### src/rtl/cache_arbiter_pkg.sv
// Shared types for the Icache/Dcache memory-port arbiter.
// Provides the package cache_types used by cache_arbiter and line_burst_buffer.
package cache_types;

    localparam int LINE_W = 256;
    localparam int BEAT_W = 64;
    localparam int BEATS  = LINE_W / BEAT_W;

    typedef enum logic [2:0] {
        IDLE,
        I_RD,
        D_RD,
        D_WR,
        DONE
    } arb_state_t;

    typedef enum logic {
        REQ_I,
        REQ_D
    } arb_req_t;

endpackage

### src/rtl/cache_arbiter_line_burst_buffer.sv
// Line register plus beat counter: serialises a 256-bit line into 64-bit beats
// for writes and assembles incoming beats into the line for reads.
module line_burst_buffer
    import cache_types::*;
#(
    parameter int LINE_W = 256,
    parameter int BEAT_W = 64
) (
    input  logic              clk,
    input  logic              rst,
    input  logic              load_line,
    input  logic [LINE_W-1:0] load_data,
    input  logic              beat_en,
    input  logic              beat_capture,
    input  logic [BEAT_W-1:0] beat_in,
    output logic [BEAT_W-1:0] beat_out,
    output logic [LINE_W-1:0] line,
    output logic              last_beat
);

    localparam int NB = LINE_W / BEAT_W;
    localparam int CW = $clog2(NB);

    logic [CW-1:0]     beat_cnt;
    logic [LINE_W-1:0] line_q;

    // Counter wraps naturally after the last beat, ready for the next burst.
    always_ff @(posedge clk) begin
        if (rst) begin
            beat_cnt <= '0;
            line_q   <= '0;
        end else begin
            if (load_line) begin
                line_q <= load_data;
            end else if (beat_en && beat_capture) begin
                line_q[int'(beat_cnt) * BEAT_W +: BEAT_W] <= beat_in;
            end
            if (beat_en) begin
                beat_cnt <= beat_cnt + 1'b1;
            end
        end
    end

    assign beat_out  = line_q[int'(beat_cnt) * BEAT_W +: BEAT_W];
    assign line      = line_q;
    assign last_beat = (beat_cnt == CW'(NB - 1));

endmodule

### src/rtl/cache_arbiter.sv
// Shares one 64-bit burst memory port between Icache and Dcache line requests.
// Define CACHE_ARB_RR_EN for round-robin tie-breaking; default is fixed Dcache priority.
module cache_arbiter
    import cache_types::*;
#(
    parameter int LINE_W = 256,
    parameter int BEAT_W = 64
) (
    input  logic              clk,
    input  logic              rst,
    input  logic              i_mem_read,
    input  logic [31:0]       i_mem_address,
    output logic [LINE_W-1:0] i_mem_rdata,
    output logic              i_mem_resp,
    input  logic              d_mem_read,
    input  logic              d_mem_write,
    input  logic [31:0]       d_mem_address,
    input  logic [LINE_W-1:0] d_mem_wdata,
    output logic [LINE_W-1:0] d_mem_rdata,
    output logic              d_mem_resp,
    output logic              mem_read,
    output logic              mem_write,
    output logic [31:0]       mem_address,
    output logic [BEAT_W-1:0] mem_wdata,
    input  logic [BEAT_W-1:0] mem_rdata,
    input  logic              mem_resp
);

    arb_state_t        state, state_nxt;
    arb_req_t          req_q, grant;
    logic [31:0]       addr_q;
    logic              i_req, d_req, tie_to_d;
    logic              grant_en, busy, beat_en, load_line, last_beat;
    logic [LINE_W-1:0] line;

    assign i_req = i_mem_read;
    assign d_req = d_mem_read | d_mem_write;

`ifdef CACHE_ARB_RR_EN
    logic favour_d_q;

    // After serving one cache, the other one wins the next tie.
    always_ff @(posedge clk) begin
        if (rst) begin
            favour_d_q <= 1'b1;
        end else if (grant_en) begin
            favour_d_q <= (grant == REQ_I);
        end
    end

    assign tie_to_d = favour_d_q;
`else
    assign tie_to_d = 1'b1;
`endif

    assign grant     = (d_req && (!i_req || tie_to_d)) ? REQ_D : REQ_I;
    assign grant_en  = (state == IDLE) && (i_req || d_req);
    assign busy      = (state == I_RD) || (state == D_RD) || (state == D_WR);
    assign beat_en   = busy && mem_resp;
    assign load_line = grant_en && (grant == REQ_D) && d_mem_write;

    always_ff @(posedge clk) begin
        if (rst) begin
            state  <= IDLE;
            req_q  <= REQ_D;
            addr_q <= '0;
        end else begin
            state <= state_nxt;
            if (grant_en) begin
                req_q  <= grant;
                addr_q <= (grant == REQ_I) ? i_mem_address : d_mem_address;
            end
        end
    end

    always_comb begin
        state_nxt  = state;
        mem_read   = 1'b0;
        mem_write  = 1'b0;
        i_mem_resp = 1'b0;
        d_mem_resp = 1'b0;
        case (state)
            IDLE: begin
                if (grant_en) begin
                    if (grant == REQ_I)   state_nxt = I_RD;
                    else if (d_mem_write) state_nxt = D_WR;
                    else                  state_nxt = D_RD;
                end
            end
            I_RD, D_RD: begin
                mem_read = 1'b1;
                if (beat_en && last_beat) state_nxt = DONE;
            end
            D_WR: begin
                mem_write = 1'b1;
                if (beat_en && last_beat) state_nxt = DONE;
            end
            DONE: begin
                // Turnaround cycle: requests are ignored while the served cache drops its own.
                i_mem_resp = (req_q == REQ_I);
                d_mem_resp = (req_q == REQ_D);
                state_nxt  = IDLE;
            end
            default: state_nxt = IDLE;
        endcase
    end

    always_ff @(posedge clk) begin
        if (!rst && state == IDLE) begin
            assert (!(d_mem_read && d_mem_write))
                else $error("cache_arbiter: Dcache read and write raised together");
        end
    end

    line_burst_buffer #(
        .LINE_W (LINE_W),
        .BEAT_W (BEAT_W)
    ) u_buf (
        .clk          (clk),
        .rst          (rst),
        .load_line    (load_line),
        .load_data    (d_mem_wdata),
        .beat_en      (beat_en),
        .beat_capture (state != D_WR),
        .beat_in      (mem_rdata),
        .beat_out     (mem_wdata),
        .line         (line),
        .last_beat    (last_beat)
    );

    assign mem_address = addr_q;
    assign i_mem_rdata = line;
    assign d_mem_rdata = line;

endmodule

### config.mk
export PLATFORM = sky130hd
export DESIGN_NAME = cache_arbiter
export DESIGN_NICKNAME = d
export VERILOG_FILES = /design/src/rtl/cache_arbiter_pkg.sv /design/src/rtl/cache_arbiter_line_burst_buffer.sv /design/src/rtl/cache_arbiter.sv
export SDC_FILE = /design/constraint.sdc
export NUM_CORES = 1
export LEC_CHECK = 0
export ABC_AREA = 1
export CAP_MARGIN = 20
export CORE_AREA = 5 5 389 391
export CTS_CLUSTER_DIAMETER = 60
export DETAILED_ROUTE_END_ITERATION = 6
export DIE_AREA = 0 0 394 396
export GPL_TIMING_DRIVEN = 0
export PLACE_DENSITY = 0.38
export SLEW_MARGIN = 15
export SYNTH_ARGS = -nofsm -noshare
export SYNTH_HDL_FRONTEND = slang
export SYNTH_HIERARCHICAL = 1
export SYNTH_SLANG_ARGS = --single-unit
export TNS_END_PERCENT = 10
### constraint.sdc
create_clock -name clk -period 4.3 [get_ports clk]
set_clock_uncertainty 0.1 [all_clocks]
set_input_delay 0.43 -clock clk [delete_from_list [all_inputs] [get_ports clk]]
set_output_delay 0.43 -clock clk [all_outputs]
set_load 0.05 [all_outputs]
After elaboration in Yosys (flattened, before gate mapping)
Cells that the tools add are included.
{"block": "totals", "reg_bits": 294, "input_bits": 390, "output_inout_bits": 612, "elab_cells": 48}
{"block": "classes", "addsub": 2, "eq_ne": 8, "shift": 3, "muxes": 14, "bitwise": 2, "n_reduce_logical": 14}
{"cell": "$mux 256", "count": 2}
{"cell": "$bwmux 256", "count": 1}
{"cell": "$shift 64x33->256 const A", "count": 1}
{"cell": "$shiftx 256x9->64", "count": 1}
{"cell": "$shiftx 64x33->256", "count": 1}
{"cell": "$neg 8->33", "count": 1}
{"cell": "$mux 32", "count": 1}
{"cell": "$eq 3x2->1 const B", "count": 2}
{"cell": "$logic_and 1x1->1", "count": 6}
{"cell": "$mux 1", "count": 6}
{"cell": "$mux 3", "count": 2}
{"cell": "$pmux 3 s2", "count": 1}
{"cell": "$eq 3x1->1 const B", "count": 1}
{"cell": "$eq 3x3->1 const B", "count": 1}
{"cell": "$logic_not 3->1", "count": 1}
{"cell": "$logic_or 1x1->1", "count": 3}
{"cell": "$ne 3x2->1 const B", "count": 1}
{"cell": "$reduce_or 3->1", "count": 1}
{"cell": "$add 2x1->2 const B", "count": 1}
{"cell": "$eq 2x2->1 const B", "count": 1}
{"cell": "$mux 2", "count": 1}
{"cell": "$ne 2x1->1 const B", "count": 1}
{"cell": "$ne 2x2->1 const B", "count": 1}
{"cell": "$reduce_and 2->1", "count": 1}
{"cell": "other kinds (4)", "count": 4}

Longest topological paths before layout
{"block": "logic_depth", "depth_word": 7, "depth_mapped": 14, "mapped_depth_nobuf": 11}

By module
The synthesis kept the hierarchy.
{"module": "line_burst_buffer", "instances": 1, "cells_each": 2231, "area_per_inst_um2": 14320.0}
{"module": "cache_arbiter", "instances": 1, "cells_each": 539, "area_per_inst_um2": 3732.3}

Least setup slack after synthesis
No wires, ideal clock.
{"block": "synth_path", "path_type": "register -> register", "startpoint": "register state[0]", "endpoint": "register u_buf.line_q[13], in the netlist u_buf/line[13]", "t_arrival_ps": 2669, "required_ps": 4072, "slack_ps": 1403, "path_stages_with_launch": 11, "path_cell_list": "dfxtp_1 > inv_1 > nor3_1 > inv_1 > nand2_1 > nand2_4 > nand2_4 > clkbuf_1 > nor2_1 > nor2_1 > nor2_1"}
{"block": "synth_via", "elab_chain_cells": 6, "word_cells_on_any_way": 14, "cone_classes": "eq/ne: 4; mux: 1; reduce/logical: 9"}
{"element": "start: declaration", "line_no": "cache_arbiter.sv:29", "source": "arb_state_t state, state_nxt;"}
{"element": "start signal: assignment", "line_no": "cache_arbiter.sv:68", "source": "state <= state_nxt;"}
{"element": "$eq 3x1->1 or $eq 3x2->1 (tied branches)", "line_no": "cache_arbiter.sv:58", "source": "assign busy = (state == I_RD) || (state == D_RD) || (state == D_WR);"}
{"element": "$logic_or 1x1->1 (2 in series)", "line_no": "cache_arbiter.sv:58"}
{"element": "$logic_and 1x1->1", "line_no": "cache_arbiter.sv:59", "source": "assign beat_en = busy && mem_resp;"}
{"element": "$logic_and 1x1->1", "line_no": "cache_arbiter_line_burst_buffer.sv:35", "source": "end else if (beat_en && beat_capture) begin"}
{"element": "$reduce_bool 2->1 (no line)"}
{"element": "end signal: assignment", "line_no": "cache_arbiter_line_burst_buffer.sv:34", "source": "line_q <= load_data;"}
{"element": "end signal: indexed assignment", "line_no": "cache_arbiter_line_burst_buffer.sv:36", "source": "line_q[int'(beat_cnt) * BEAT_W +: BEAT_W] <= beat_in;"}
{"element": "end: declaration", "line_no": "cache_arbiter_line_burst_buffer.sv:25", "source": "logic [LINE_W-1:0] line_q;"}
Several ways; a longest one is shown, not always the timed one.
A chain may end at the register's enable or synchronous reset.

Worst setup path in the final report
{"block": "layout_path", "startpoint": "register u_buf.beat_cnt[1]", "endpoint": "output port mem_wdata[55]"}
{"block": "layout_via", "elab_chain_cells": 1}
{"element": "start: declaration", "line_no": "cache_arbiter_line_burst_buffer.sv:24", "source": "logic [CW-1:0] beat_cnt;"}
{"element": "start signal: assignment", "line_no": "cache_arbiter_line_burst_buffer.sv:39", "source": "beat_cnt <= beat_cnt + 1'b1;"}
{"element": "$shiftx 256x9->64", "line_no": "cache_arbiter_line_burst_buffer.sv:44", "source": "assign beat_out = line_q[int'(beat_cnt) * BEAT_W +: BEAT_W];"}
{"element": "end: declaration", "line_no": "cache_arbiter.sv:24", "source": "output logic [BEAT_W-1:0] mem_wdata,"}
No other way between the ends.

==> summary.txt <==
YOSYS
---------------------------------------------------------------------------------
Share of Yosys cell area claimed by the top area cell type .........        32.6%
Mapped Area ........................................................ 18,100 sq um
Register area share after synthesis ................................        32.6%
Ranking of synthesized cells by instance count ..................... nand2_1, nor2_1, a21oi_1
Fraction of registers with async set or reset after synthesis ......           0%
Synth Net Count ....................................................        3,165
Post-synthesis sequential element count ............................          294
Post-synthesis average cell area ...................................   6.52 sq um
Cell types with the largest area share after synthesis ............. dfxtp_1, buf_4, a21oi_1
Number of instances in the synthesized netlist .....................        2,770
EDFF count, synth ..................................................            0
Yosys Warn Count ...................................................            6
Synth cell types ...................................................           30
Area leader, netlist ...............................................      dfxtp_1
Top FF cell, synth .................................................      dfxtp_1

FLOORPLANNING
---------------------------------------------------------------------------------
Num ports ..........................................................        1,002
Initial cell density of the core ...................................        12.3%
Floorplan die area ................................................. 156,000 sq um
Core Region ........................................................ 147,000 sq um
Floorplan row count ................................................          141
Chip Width .........................................................  394 microns
Vertical die dimension .............................................  396 microns

GRT
---------------------------------------------------------------------------------
Total track usage ..................................................        24.6%
Pin count of the biggest net entering global routing ...............           16
Number of global-route vias before repair ..........................       25,100
Total global routing overflow ......................................            0
First-pass GRT wire length .........................................       257 mm
Antenna violations before repair ...................................           46

SETUP PATH
---------------------------------------------------------------------------------
R2r setup slk ......................................................      0.29 ns
Arrival time at the worst endpoint .................................      3.78 ns
R2R depth ..........................................................            9
Element type at the critical path start ............................     register
Worst Setup End Kind ...............................................  output port
Maximum fanout encountered on the critical timing path .............           10
Endpoint required time on the critical path ........................      3.77 ns
Type of the setup path with the least slack ........................   reg -> out

STA
---------------------------------------------------------------------------------
Final hold viol count ..............................................            0
Setup total negative slack .........................................   -0.0109 ns
Slew Limit Fails ...................................................            0
Number of failing setup endpoints in the final timing report .......            1
Worst Setup Slack, final ...........................................   -0.0109 ns
Actual slew at the worst max-slew pin ..............................      1.10 ns
FMAX ...............................................................      232 MHz
Worst slew margin relative to its limit ............................        26.9%
Unrepaired setup endpoints after global routing ....................        false
Period utilisation layout ..........................................         100%
Min Clock Period, post-route .......................................      4.31 ns

POWER
---------------------------------------------------------------------------------
Reported leakage power .............................................      13.2 nW
Sequential group share of total power ..............................        15.8%
Net switching power figure .........................................     0.0228 W
Share of power burned in the clock network .........................        13.2%
Switching power share of the total .................................        61.1%
Pwr dens ........................................................... 1120 nW/um^2
Combinational group share of total power ...........................        71.0%
Worst vdd rail ir drop .............................................   0.000442 V
Cell-internal power ................................................     0.0146 W

CLOCKING
---------------------------------------------------------------------------------
Setup repair bufs after CTS ........................................            0
Worst-path clk slew ................................................      0.06 ns
Clock tree from TritonCTS ..........................................          yes
Maximum level of the CTS H-tree ....................................            2
Number of buffers inserted during clock tree synthesis .............           57
Maximum count of clock buffers along a single path .................            3
Sink count of the clock tree .......................................          294
Source-to-sink clock delay at the later pin of the worst-skew pair .      0.67 ns
Number of buffers inserted by hold repair at cts ...................            0
Root Buffer Master .................................................    clkbuf_16

RUN
---------------------------------------------------------------------------------
Count of maximum capacitance violations ............................            0

ROUTING
---------------------------------------------------------------------------------
First-iteration detailed-routing DRC count .........................        2,769
Via-per-instance ratio .............................................         4.43
Remaining antenna violation count after routing ....................            0
Detailed-route wire length per cell ................................ 34.4 microns
Number of iterations in the first detailed-routing pass ............            7
Residual DRC count .................................................            1
Routed vias ........................................................       25,900
Wire length reported by the detailed router ........................       202 mm

PLACEMENT
---------------------------------------------------------------------------------
Number of buffers added on ports ...................................        1,001
Placed wire-length estimate after detailed placement ...............       160 mm
Routability-driven placement congestion ratio ......................        0.881

STATUS
---------------------------------------------------------------------------------
Result of the run .................................................. complete, but fails checks
Violations in the final reports .................................... DRC, setup timing

MIN PATH
---------------------------------------------------------------------------------
Worst hold-check path type .........................................    in -> reg
Number of instances on the worst hold path .........................            3

LAYOUT
---------------------------------------------------------------------------------
Layout Nets ........................................................        4,250
Area growth from synthesis to final layout .........................        84.3%
Number of fill cells ...............................................       16,600
Ratio of cells with drive above 1 in the final layout ..............        14.1%
Final Util .........................................................        22.6%

power groups by stage:
| stage | clock network (W) | logic [W] | registers [W] |
|---|---|---|---|
| 2_1_floorplan | 0 | 0.0114 | 0.00829 |
| 3_3_place_gp | 0 | 0.0260 | 0.00597 |
| 3_5_place_dp | 0 | 0.0265 | 0.00597 |
| 4_1_cts | 0.00503 | 0.0266 | 0.00593 |
| 5_1_grt | 0.00513 | 0.0274 | 0.00602 |
| 6_report | 0.00494 | 0.0265 | 0.00592 |
state kept, by name, indices dropped and copies added (netlist names):
signal and flops:
u_buf/line 256, mem_address 32, state 3, u_buf/beat_cnt 2, req_q 1
cells by family after synthesis:
group                      share of synthesized area [%]
AOI/OAI and AO/OA                                   22.2
xor gates and xnor gates                          0.0485
adders and majority gates                          0.347
buffers and inverters                               17.6
DFF                                                 32.6
and+or+nand+nor                                     27.2
critical path: stages (launching register included):
cell and delay [ns]:
dfxtp_1 0.34, inv_1 0.08, clkbuf_2 0.59, clkbuf_2 0.62, o21ai_0 0.20, o22ai_1 0.30, clkdlybuf4s50_1 0.95
cell usage in the layout (no fill, tap or decap), drive strengths merged:
cell type,Yosys,final
bufinv,0,8
nand3,19,19
diode,0,25
nor2,473,473
xnor2,1,1
o22ai,64,64
buf,360,385
o21ai,347,347
ha,5,5
nand2,467,467
clkbuf,143,210
dlymetal6s2s,0,1
dfxtp,294,294
or2,6,6
clkinvlp,0,7
clkdlybuf4s50,0,992
a21oi,371,371
inv,32,41
nand4,182,182
clkinv,1,15
o211ai,1,1
nand3b,2,2
dlygate4sd2,0,8
nor3,2,2
layout make-up:
cell class | count | area (sq um) | area share [%]
Timing Repair Buffer | 1026 | 10600 | 31.9
Multi-Input combinational cell | 1940 | 9010 | 27.1
Sequential cell | 294 | 5890 | 17.7
Buffer | 503 | 3130 | 9.40
Tap cell | 1930 | 2410 | 7.26
Clock buffer | 67 | 1530 | 4.59
Clock inverter | 38 | 499 | 1.50
Inverter | 33 | 126 | 0.380
Antenna cell | 25 | 62.6 | 0.188
final timing paths:
| path | start | endpoint |
|---|---|---|
| max | u_buf/beat_cnt[1] | mem_wdata[55] |
| max reg2reg | u_buf/beat_cnt[0] | u_buf/line[249] |
| min reg2reg | mem_address[1] | mem_address[1] |
| min | d_mem_wdata[189] | u_buf/line[189] |
through the flow:
step                hold slack [ns]  std cells  total power, W  worst slack, ns  area, sq um
detailed placement            0.387       5726          0.0325            0.306        31200
global route                  0.297       5839          0.0386          0.00934        33200
floorplan                     0.384       2770          0.0197             1.40        18100
finish                        0.305       5856          0.0374          -0.0109        33300
CTS                           0.241       5831          0.0375           0.0154        33200
global placement              0.380       5701          0.0320            -2.10        30500
per-layer routing:
layer	part of all wire, %	vias up	global-route usage (%)
li1	-	11400	-
met1	41	12700	30.8
met2	48	1566	41.6
met3	8.1	262	6.33
met4	3.1	14	6.98
met5	0.046	-	0
repair_timing:
action	in CTS	in global routing
endpoints found under the setup margin	41	1
resized for setup	15	1
cloned	0	0
endpoints found under the hold margin	0	0
Note: power is estimated with default switching activity, not from simulation.
